--- config.mk ---
export PLATFORM = sky130hd
export DESIGN_NAME = jtag_host
export DESIGN_NICKNAME = d
export VERILOG_FILES = /design/src/rtl/jtag_host.sv
export SDC_FILE = /design/constraint.sdc
export NUM_CORES = 1
export LEC_CHECK = 0
export BUFFER_PORTS_ARGS = -buffer_cell sky130_fd_sc_hd__buf_2
export CAP_MARGIN = 20
export CORE_MARGIN = 1.5
export CORE_UTILIZATION = 55
export DETAILED_ROUTE_END_ITERATION = 12
export HOLD_SLACK_MARGIN = 0.03
export PLACE_DENSITY = 0.76
export SYNTH_ARGS = -nofsm -noshare
export SYNTH_HDL_FRONTEND = slang
export SYNTH_SLANG_ARGS = --single-unit
--- constraint.sdc ---
create_clock -name clk -period 6.2 [get_ports clk]
set_clock_uncertainty 0.2 [all_clocks]
set_input_delay 0.31 -clock clk [delete_from_list [all_inputs] [get_ports clk]]
set_output_delay 0.31 -clock clk [all_outputs]
set_load 0.01 [all_outputs]
--- src/rtl/jtag_host.sv ---
// jtag_host: JTAG initiator that walks the TAP from Run-Test/Idle through one IR/DR scan and back.
//
// Optional feature macro: JTAG_HOST_RUNTEST_EN adds cmd_idle and extra Run-Test/Idle TCKs after each scan.
//
// Ports:
//   clk, rst               system clock, asynchronous active-high reset
//   cmd_valid/cmd_ready    command handshake (ready only while idle in Run-Test/Idle)
//   cmd_ir                 1 = IR scan, 0 = DR scan
//   cmd_len, cmd_data      scan length (clamped to MAX_LEN) and TDI bits, bit 0 first
//   cmd_idle               (JTAG_HOST_RUNTEST_EN only) extra Run-Test/Idle TCKs after the scan
//   rsp_valid, rsp_data    one-clk completion pulse and captured TDO bits (held until next pulse)
//   TCK, TMS, TDI, TDO     JTAG pins
module jtag_host #(
    parameter int MAX_LEN = 32,
    parameter int DIV     = 2,
    localparam int LW     = $clog2(MAX_LEN + 1)
) (
    input  logic               clk,
    input  logic               rst,
    input  logic               cmd_valid,
    output logic               cmd_ready,
    input  logic               cmd_ir,
    input  logic [LW-1:0]      cmd_len,
    input  logic [MAX_LEN-1:0] cmd_data,
    output logic               rsp_valid,
    output logic [MAX_LEN-1:0] rsp_data,
    output logic               TCK,
    output logic               TMS,
    output logic               TDI,
    input  logic               TDO
`ifdef JTAG_HOST_RUNTEST_EN
    ,
    input  logic [7:0]         cmd_idle
`endif
);
    localparam int CW = (DIV > 1) ? $clog2(DIV) : 1;
    localparam int NW = (LW > 8) ? LW : 8;

    typedef enum logic [2:0] {INIT, IDLE, PRE, SHIFT, POST, RUN, RSP} state_t;

    state_t             state_q;
    logic [CW-1:0]      cnt_q;
    logic [NW-1:0]      n_q;
    logic [LW-1:0]      len_q;
    logic [MAX_LEN-1:0] data_q;
    logic [MAX_LEN-1:0] cap_q;
    logic               ir_q;
    logic [NW-1:0]      nxt_d;
    logic [NW-1:0]      n2_d;
    logic [LW-1:0]      len_d;
    logic               phase_end_d;
    logic               run_more_d;
    logic               run_last_d;
    logic               done_d;

    assign nxt_d       = n_q + NW'(1);
    assign n2_d        = n_q + NW'(2);
    assign len_d       = (cmd_len > LW'(MAX_LEN)) ? LW'(MAX_LEN) : cmd_len;
    assign phase_end_d = cnt_q == CW'(DIV - 1);

`ifdef JTAG_HOST_RUNTEST_EN
    logic [7:0] idle_q;
    assign run_more_d = idle_q != 8'd0;
    assign run_last_d = nxt_d == NW'(idle_q);
`else
    assign run_more_d = 1'b0;
    assign run_last_d = 1'b0;
`endif

    // Scan ends on the falling edge of the last Update/Run-Test TCK.
    assign done_d = ((state_q == POST) && (n_q == NW'(1)) && !run_more_d) ||
                    ((state_q == RUN) && run_last_d);

    always_ff @(posedge clk or posedge rst) begin
        if (rst) begin
            state_q   <= INIT;
            cnt_q     <= '0;
            n_q       <= '0;
            len_q     <= '0;
            data_q    <= '0;
            cap_q     <= '0;
            ir_q      <= 1'b0;
            TCK       <= 1'b0;
            TMS       <= 1'b1;
            TDI       <= 1'b0;
            cmd_ready <= 1'b0;
            rsp_valid <= 1'b0;
            rsp_data  <= '0;
`ifdef JTAG_HOST_RUNTEST_EN
            idle_q    <= '0;
`endif
        end else begin
            rsp_valid <= 1'b0;
            case (state_q)
                IDLE: begin
                    if (cmd_valid) begin
                        cmd_ready <= 1'b0;
                        len_q     <= len_d;
                        data_q    <= cmd_data;
                        ir_q      <= cmd_ir;
                        cap_q     <= '0;
                        n_q       <= '0;
                        cnt_q     <= '0;
`ifdef JTAG_HOST_RUNTEST_EN
                        idle_q    <= cmd_idle;
`endif
                        if (len_d == '0) begin
                            state_q   <= RSP;
                            rsp_valid <= 1'b1;
                            rsp_data  <= '0;
                        end else begin
                            state_q <= PRE;
                            TMS     <= 1'b1;
                        end
                    end
                end
                RSP: begin
                    state_q   <= IDLE;
                    cmd_ready <= 1'b1;
                end
                default: begin
                    if (!phase_end_d) begin
                        cnt_q <= cnt_q + CW'(1);
                    end else begin
                        cnt_q <= '0;
                        TCK   <= ~TCK;
                        if (!TCK) begin
                            // TDO is captured on the clk that raises TCK; first bit ends up at the bottom.
                            if (state_q == SHIFT) cap_q <= MAX_LEN'({TDO, cap_q} >> 1);
                        end else if (done_d) begin
                            state_q   <= RSP;
                            rsp_valid <= 1'b1;
                            rsp_data  <= cap_q >> (LW'(MAX_LEN) - len_q);
                            TMS       <= 1'b0;
                        end else begin
                            // Falling edge: choose TMS/TDI for the next TCK.
                            case (state_q)
                                INIT: begin
                                    if (nxt_d == NW'(6)) begin
                                        state_q   <= IDLE;
                                        cmd_ready <= 1'b1;
                                        n_q       <= '0;
                                    end else begin
                                        n_q <= nxt_d;
                                        TMS <= nxt_d != NW'(5);
                                    end
                                end
                                PRE: begin
                                    if (nxt_d == (ir_q ? NW'(4) : NW'(3))) begin
                                        state_q <= SHIFT;
                                        n_q     <= '0;
                                        TMS     <= len_q == LW'(1);
                                        TDI     <= data_q[0];
                                        data_q  <= data_q >> 1;
                                    end else begin
                                        n_q <= nxt_d;
                                        TMS <= nxt_d < (ir_q ? NW'(2) : NW'(1));
                                    end
                                end
                                SHIFT: begin
                                    if (nxt_d == NW'(len_q)) begin
                                        state_q <= POST;
                                        n_q     <= '0;
                                        TMS     <= 1'b1;
                                        TDI     <= 1'b0;
                                    end else begin
                                        n_q    <= nxt_d;
                                        TMS    <= n2_d == NW'(len_q);
                                        TDI    <= data_q[0];
                                        data_q <= data_q >> 1;
                                    end
                                end
                                POST: begin
                                    TMS <= 1'b0;
                                    if (n_q == '0) begin
                                        n_q <= NW'(1);
                                    end else begin
                                        state_q <= RUN;
                                        n_q     <= '0;
                                    end
                                end
                                default: n_q <= nxt_d;
                            endcase
                        end
                    end
                end
            endcase
        end
    end
endmodule

## Word level (Yosys, flattened, before mapping)

Cells that the tools add are included.

| word-level totals | value |
|---|---|
| bits of input ports | 43 |
| output and inout port bits | 37 |
| flip-flop bits (word level) | 120 |

| operators by class | value |
|---|---|
| bitwise logic cells | 4 |
| muxes and demuxes | 71 |
| $lt $le $gt $ge | 2 |
| reduce and logical (&&, ||, !) cells | 28 |
| add/subtract/negate cells | 4 |
| equal/unequal tests | 26 |
| shift operators | 1 |

Operators with widths:

| kind | number |
|---|---|
| $mux 32 | 15 |
| $pmux 32 s2 | 4 |
| $mux 8 | 7 |
| $pmux 8 s4 | 1 |
| $shr 32x6->32 | 1 |
| $mux 3 | 10 |
| $mux 1 | 23 |
| $reduce_and 6->1 | 3 |
| $eq 8x6->1 | 2 |
| $pmux 8 s2 | 1 |
| $reduce_and 8->1 | 2 |
| $reduce_bool 3->1 | 5 |
| $pmux 3 s4 | 1 |
| $ne 5x5->1 const B | 2 |
| $pmux 1 s2 | 5 |
| $reduce_and 5->1 | 2 |
| $reduce_bool 2->1 | 5 |
| $add 8x1->8 const B | 1 |
| $add 8x2->8 const B | 1 |
| $eq 8x1->1 const B | 1 |
| $eq 8x3->1 | 1 |
| $eq 8x3->1 const B | 1 |
| $logic_not 8->1 | 1 |
| $lt 8x2->1 | 1 |
| other kinds (29) | 40 |

## Logic depth before layout (Yosys ltp)

| depth | value |
|---|---|
| depth in word-level cells | 8 |
| mapped depth | 12 |
| depth with buffers taken out | 8 |

## Least setup slack after synthesis

OpenSTA, ideal clock, no wires.

| timing | value |
|---|---|
| kind | register -> register |
| from | register len_q[0] |
| to | register rsp_data[8] |
| cell stages (with the launch flop) | 12 |
| setup time | 0.133 ns |
| setup slack | 3.184 ns |
| required time | 5.867 ns |
| arrival time | 2.683 ns |
| path through | dfrtp_1 > buf_2 > inv_1 > ha_1 > clkbuf_1 > buf_2 > clkbuf_1 > mux4_2 > mux2i_1 > nand2_1 > a32oi_1 > o21ai_0 |

| on the way | value |
|---|---|
| longest elaborated chain between the ends | 6 |

RTL lines:

| element | line | source |
|---|---|---|
| start, declared | 44 | `logic [LW-1:0] len_q;` |
| start signal, assigned | 98 | `len_q <= len_d;` |
| $sub 6x6->6 | 133 | `rsp_data <= cap_q >> (LW'(MAX_LEN) - len_q);` |
| $shr 32x6->32 | 133 |  |
| $mux 32 | 130 | `end else if (done_d) begin` |
| $mux 32 | 127 | `if (!TCK) begin` |
| $mux 32 | 122 | `if (!phase_end_d) begin` |
| $pmux 32 s2 | 94 | `case (state_q)` |
| end signal, assigned | 133 |  |
| end, declared | 26 | `output logic [MAX_LEN-1:0] rsp_data,` |

Every way passes these cells. The select of a mux whose other input is x is not followed.
A chain may end at the register's enable or synchronous reset.

## Worst setup path after layout

| timing | value |
|---|---|
| from | register state_q[0] |
| to | register data_q[31] |

| on the way | value |
|---|---|
| longest elaborated chain between the ends | 6 |

RTL lines:

| element | line | source |
|---|---|---|
| start, declared | 41 | `state_t state_q;` |
| start signal, assigned | 76 | `state_q <= INIT;` |
| start signal, assigned | 108 | `state_q <= RSP;` |
| start signal, assigned | 112 | `state_q <= PRE;` |
| $eq 3x2->1 | 137 | `case (state_q)` |
| $pmux 32 s2 | 137 |  |
| $mux 32 | 130 |  |
| $mux 32 | 127 |  |
| $mux 32 | 122 |  |
| $pmux 32 s2 | 94 |  |
| end signal, assigned | 99 | `data_q <= cmd_data;` |
| end signal, assigned | 154 | `data_q <= data_q >> 1;` |
| end signal, assigned | 170 | `data_q <= data_q >> 1;` |
| end, declared | 45 | `logic [MAX_LEN-1:0] data_q;` |

Parallel ways exist; a longest one is shown, timed or not. The select of a mux whose other input is x is not followed.

==> metrics.yaml <==
clk_latency_ns: 0.42
grt.met1_usage: 0.397
drt_iter0_markers: 607
crit_arrival_ns: 3.98
cp-start-kind: "flip-flop"
period_share: 0.622
clk_path_buf_depth: 2
slew_headroom: 0.366
slew_viol_final: 0
ir_drop_uv: 175
antenna_cells: 0
rsz0062_at_grt: "false"
grt_start_max_net_pins: 79
rows: 42
p_leak_nw: 3.96
grt_use_met3: 0.0580
multiInputGateArea_um2: 4210
synth_edf_count: 0
die_y_um: 120
p_total_mw: 1.74
netlist_area_um2: 7520
status: "finished, final reports clean"
ant_nets: 0
power_density_nw_per_um2: 192
ys_seq_area_frac: 0.399
fmax_mhz: 259
port_buffers: 79
antenna_found_initial: 0
cts_buffers: 17
cap_violations: 0
synth_area_per_cell_um2: 9.44
overflow: 0
hold_path_class: "primary input to flip-flop"
numClockSinks: 120
hold_violations: 0
grtUsageTotal: 0.281
yosys_warnings: 0
vias_per_cell: 6.33
grt_pass1_wl_mm: 32.0
dp_slack_ns: 1.43
fin_crit_ns: 3.86
vias: 6788
synth_ff_type: "dfrtp_1"
dpl.hpwl_mm: 12.8
cts.reportedPaths.clkPinSlew_ns: 0.05
cp.required_ns: 6.32
core_region_area_um2: 13300
synth_nets: 849
drt_wl_total_mm: 19.6
ys_ff_latch: 120
crit_type: "flip-flop to flip-flop"
place_area_um2: 8000
tritoncts: "yes"
drtPass1Iterations: 7
num_io_pins: 80
ys_types: 64
route.detailed.drc: 0
fillCellCount: 1018
clockRootBuffer: "clkbuf_16"
setup_viol: 0
whs_ns: 0.124
grt-busiest-layer: "met2"
setup_slack_ns: 2.34
place_congestion: 0.918
grt_pass1_vias: 6356
post-cts-setup-buffers: 0
fin_area_um2: 9030
async_reset_ff_frac: 1.00
setup_tns_ns: 0
worst_pin_slew_ns: 0.951
htreeDepth: 4
use_met2: 0.433
drive_above_1_share: 0.213
synthCells: 797
nets: 936
cts_resized: 0
worstPathMaxFanout: 35
post_drt_wl_per_cell_um: 18.2
dieArea_um2: 14400
start_util: 0.566
critPathCaptureType: "flip-flop"
final-seq-area_um2: 3010
die_x_um: 120
area_delta_synth_final_pct: 20.1
==> cell usage after synthesis, drive strengths merged (3+ instances only) <==
master	n	area, um^2
nand4b	4	35.0
or3	4	25.0
or3b	3	26.3
mux2	14	158
xnor2	10	87.6
dfrtp	119	2980
o21ai	51	285
nor3	7	35.0
nor4	5	46.3
nor3b	6	45.0
a21oi	20	100
inv	14	52.6
a211oi	6	50.1
o211ai	9	72.6
nand4	4	25.0
and2	5	31.3
a31oi	67	419
a32oi	7	61.3
nor2	31	116
xor2	9	78.8
buf	25	120
nor2b	4	25.0
mux2i	24	240
ha	9	113
and3	6	37.5
nand3b	3	22.5
a21o	4	30.0
mux4	30	676
o21a	5	37.5
clkbuf	46	173
a41oi	3	26.3
nand2b	9	56.3
nand3	16	80.1
o22ai	3	18.8
nand2	156	586
a22o	34	298
==> power by group <==
| group | internal [mW] | leakage (nW) | total, mW | switching (mW) |
|---|---|---|---|---|
| registers | 0.784 | 1.64 | 0.784 | 0 |
| logic | 0.0290 | 2.06 | 0.0557 | 0.0268 |
| clock network | 0.554 | 0.264 | 0.896 | 0.341 |
| total | 1.37 | 3.96 | 1.74 | 0.368 |
==> final cells by class <==
type | count | area share
multi-input cells | 592 | 0.466
flip-flops and latches | 120 | 0.333
well taps | 176 | 0.0244
inverters | 14 | 0.00609
clock inverters | 9 | 0.00845
clock buffers | 22 | 0.0503
repair buffers | 139 | 0.112
==> state kept, by name, indices dropped and copies added, names as in the netlist, 3 cells and up <==
signal and count:
cap_q 32, data_q 32, rsp_data 32, n_q 8
len_q 6, state_q 3
==> what timing repair did <==
| action | in CTS | in global routing |
|---|---|---|
| endpoints found under the hold margin | 116 | 0 |
| endpoints found under the setup margin | 0 | 0 |
| hold buffers | 43 | 0 |
==> placed cells by master (no fill, tap or decap), types with 14 or more instances in the layout <==
cell	netlist	routed
a21oi_1	20	18
a22o_1	34	34
a31oi_1	67	67
buf_2	18	80
clkbuf_16	0	18
dfrtp_1	119	118
dlygate4sd3_1	0	43
mux2_2	14	14
mux2i_1	24	24
mux4_2	30	30
nand2_1	156	156
nand3_1	16	16
nor2_1	31	31
o21ai_0	43	43
==> metrics by stage <==
step | utilization | std cells
after global routing | 0.680 | 1072
after CTS | 0.674 | 1067
after floorplan | - | 797
after detailed placement | 0.601 | 993
final | 0.680 | 1072
after global placement | 0.599 | 992
==> per-layer routing <==
metal / share of wire / up-vias
li1: - / 3123
met1: 0.43 / 3278
met2: 0.47 / 352
met3: 0.076 / 35
met4: 0.020 / 0
met5: 0 / -
==> critical path: stages, from the launching register on <==
cell and delay [ns]:
dfrtp_1 0.84, nor3b_2 0.52, buf_4 0.43, nand2_1 0.42, a21oi_2 0.23, buf_4 0.32
and3_1 0.29, clkbuf_16 0.23, mux2i_1 0.27
==> kinds of logic (layout without fill, tap and decap cells) <==
| family | Yosys count | count (layout) | synth area share |
|---|---|---|---|
| AO/OA/AOI/OAI | 224 | 224 | 0.204 |
| XOR/XNOR | 20 | 20 | 0.0253 |
| adder cells (fa/ha/maj) | 9 | 9 | 0.0150 |
| buffers and inverters | 85 | 184 | 0.0459 |
| flip-flops | 120 | 120 | 0.399 |
| multiplexers | 68 | 68 | 0.143 |
| AND/OR/NAND/NOR | 271 | 271 | 0.168 |
==> path summary, 6_finish.rpt <==
| path | slack [ns] | startpoint | endpoint | depth (start not counted) |
|---|---|---|---|---|
| max | 2.34 | state_q[0] | data_q[31] | 8 |
| min | 0.12 | cmd_valid | cmd_ready | 4 |
| max reg2reg | 2.34 | state_q[0] | data_q[31] | 8 |
| min reg2reg | 0.27 | rsp_data[12] | rsp_data[12] | 2 |
| max in group asynchronous | 4.17 | rst | len_q[0] | 4 |
| min in group asynchronous | 0.46 | rst | data_q[25] | 3 |
(Power assumes the default switching activity.)
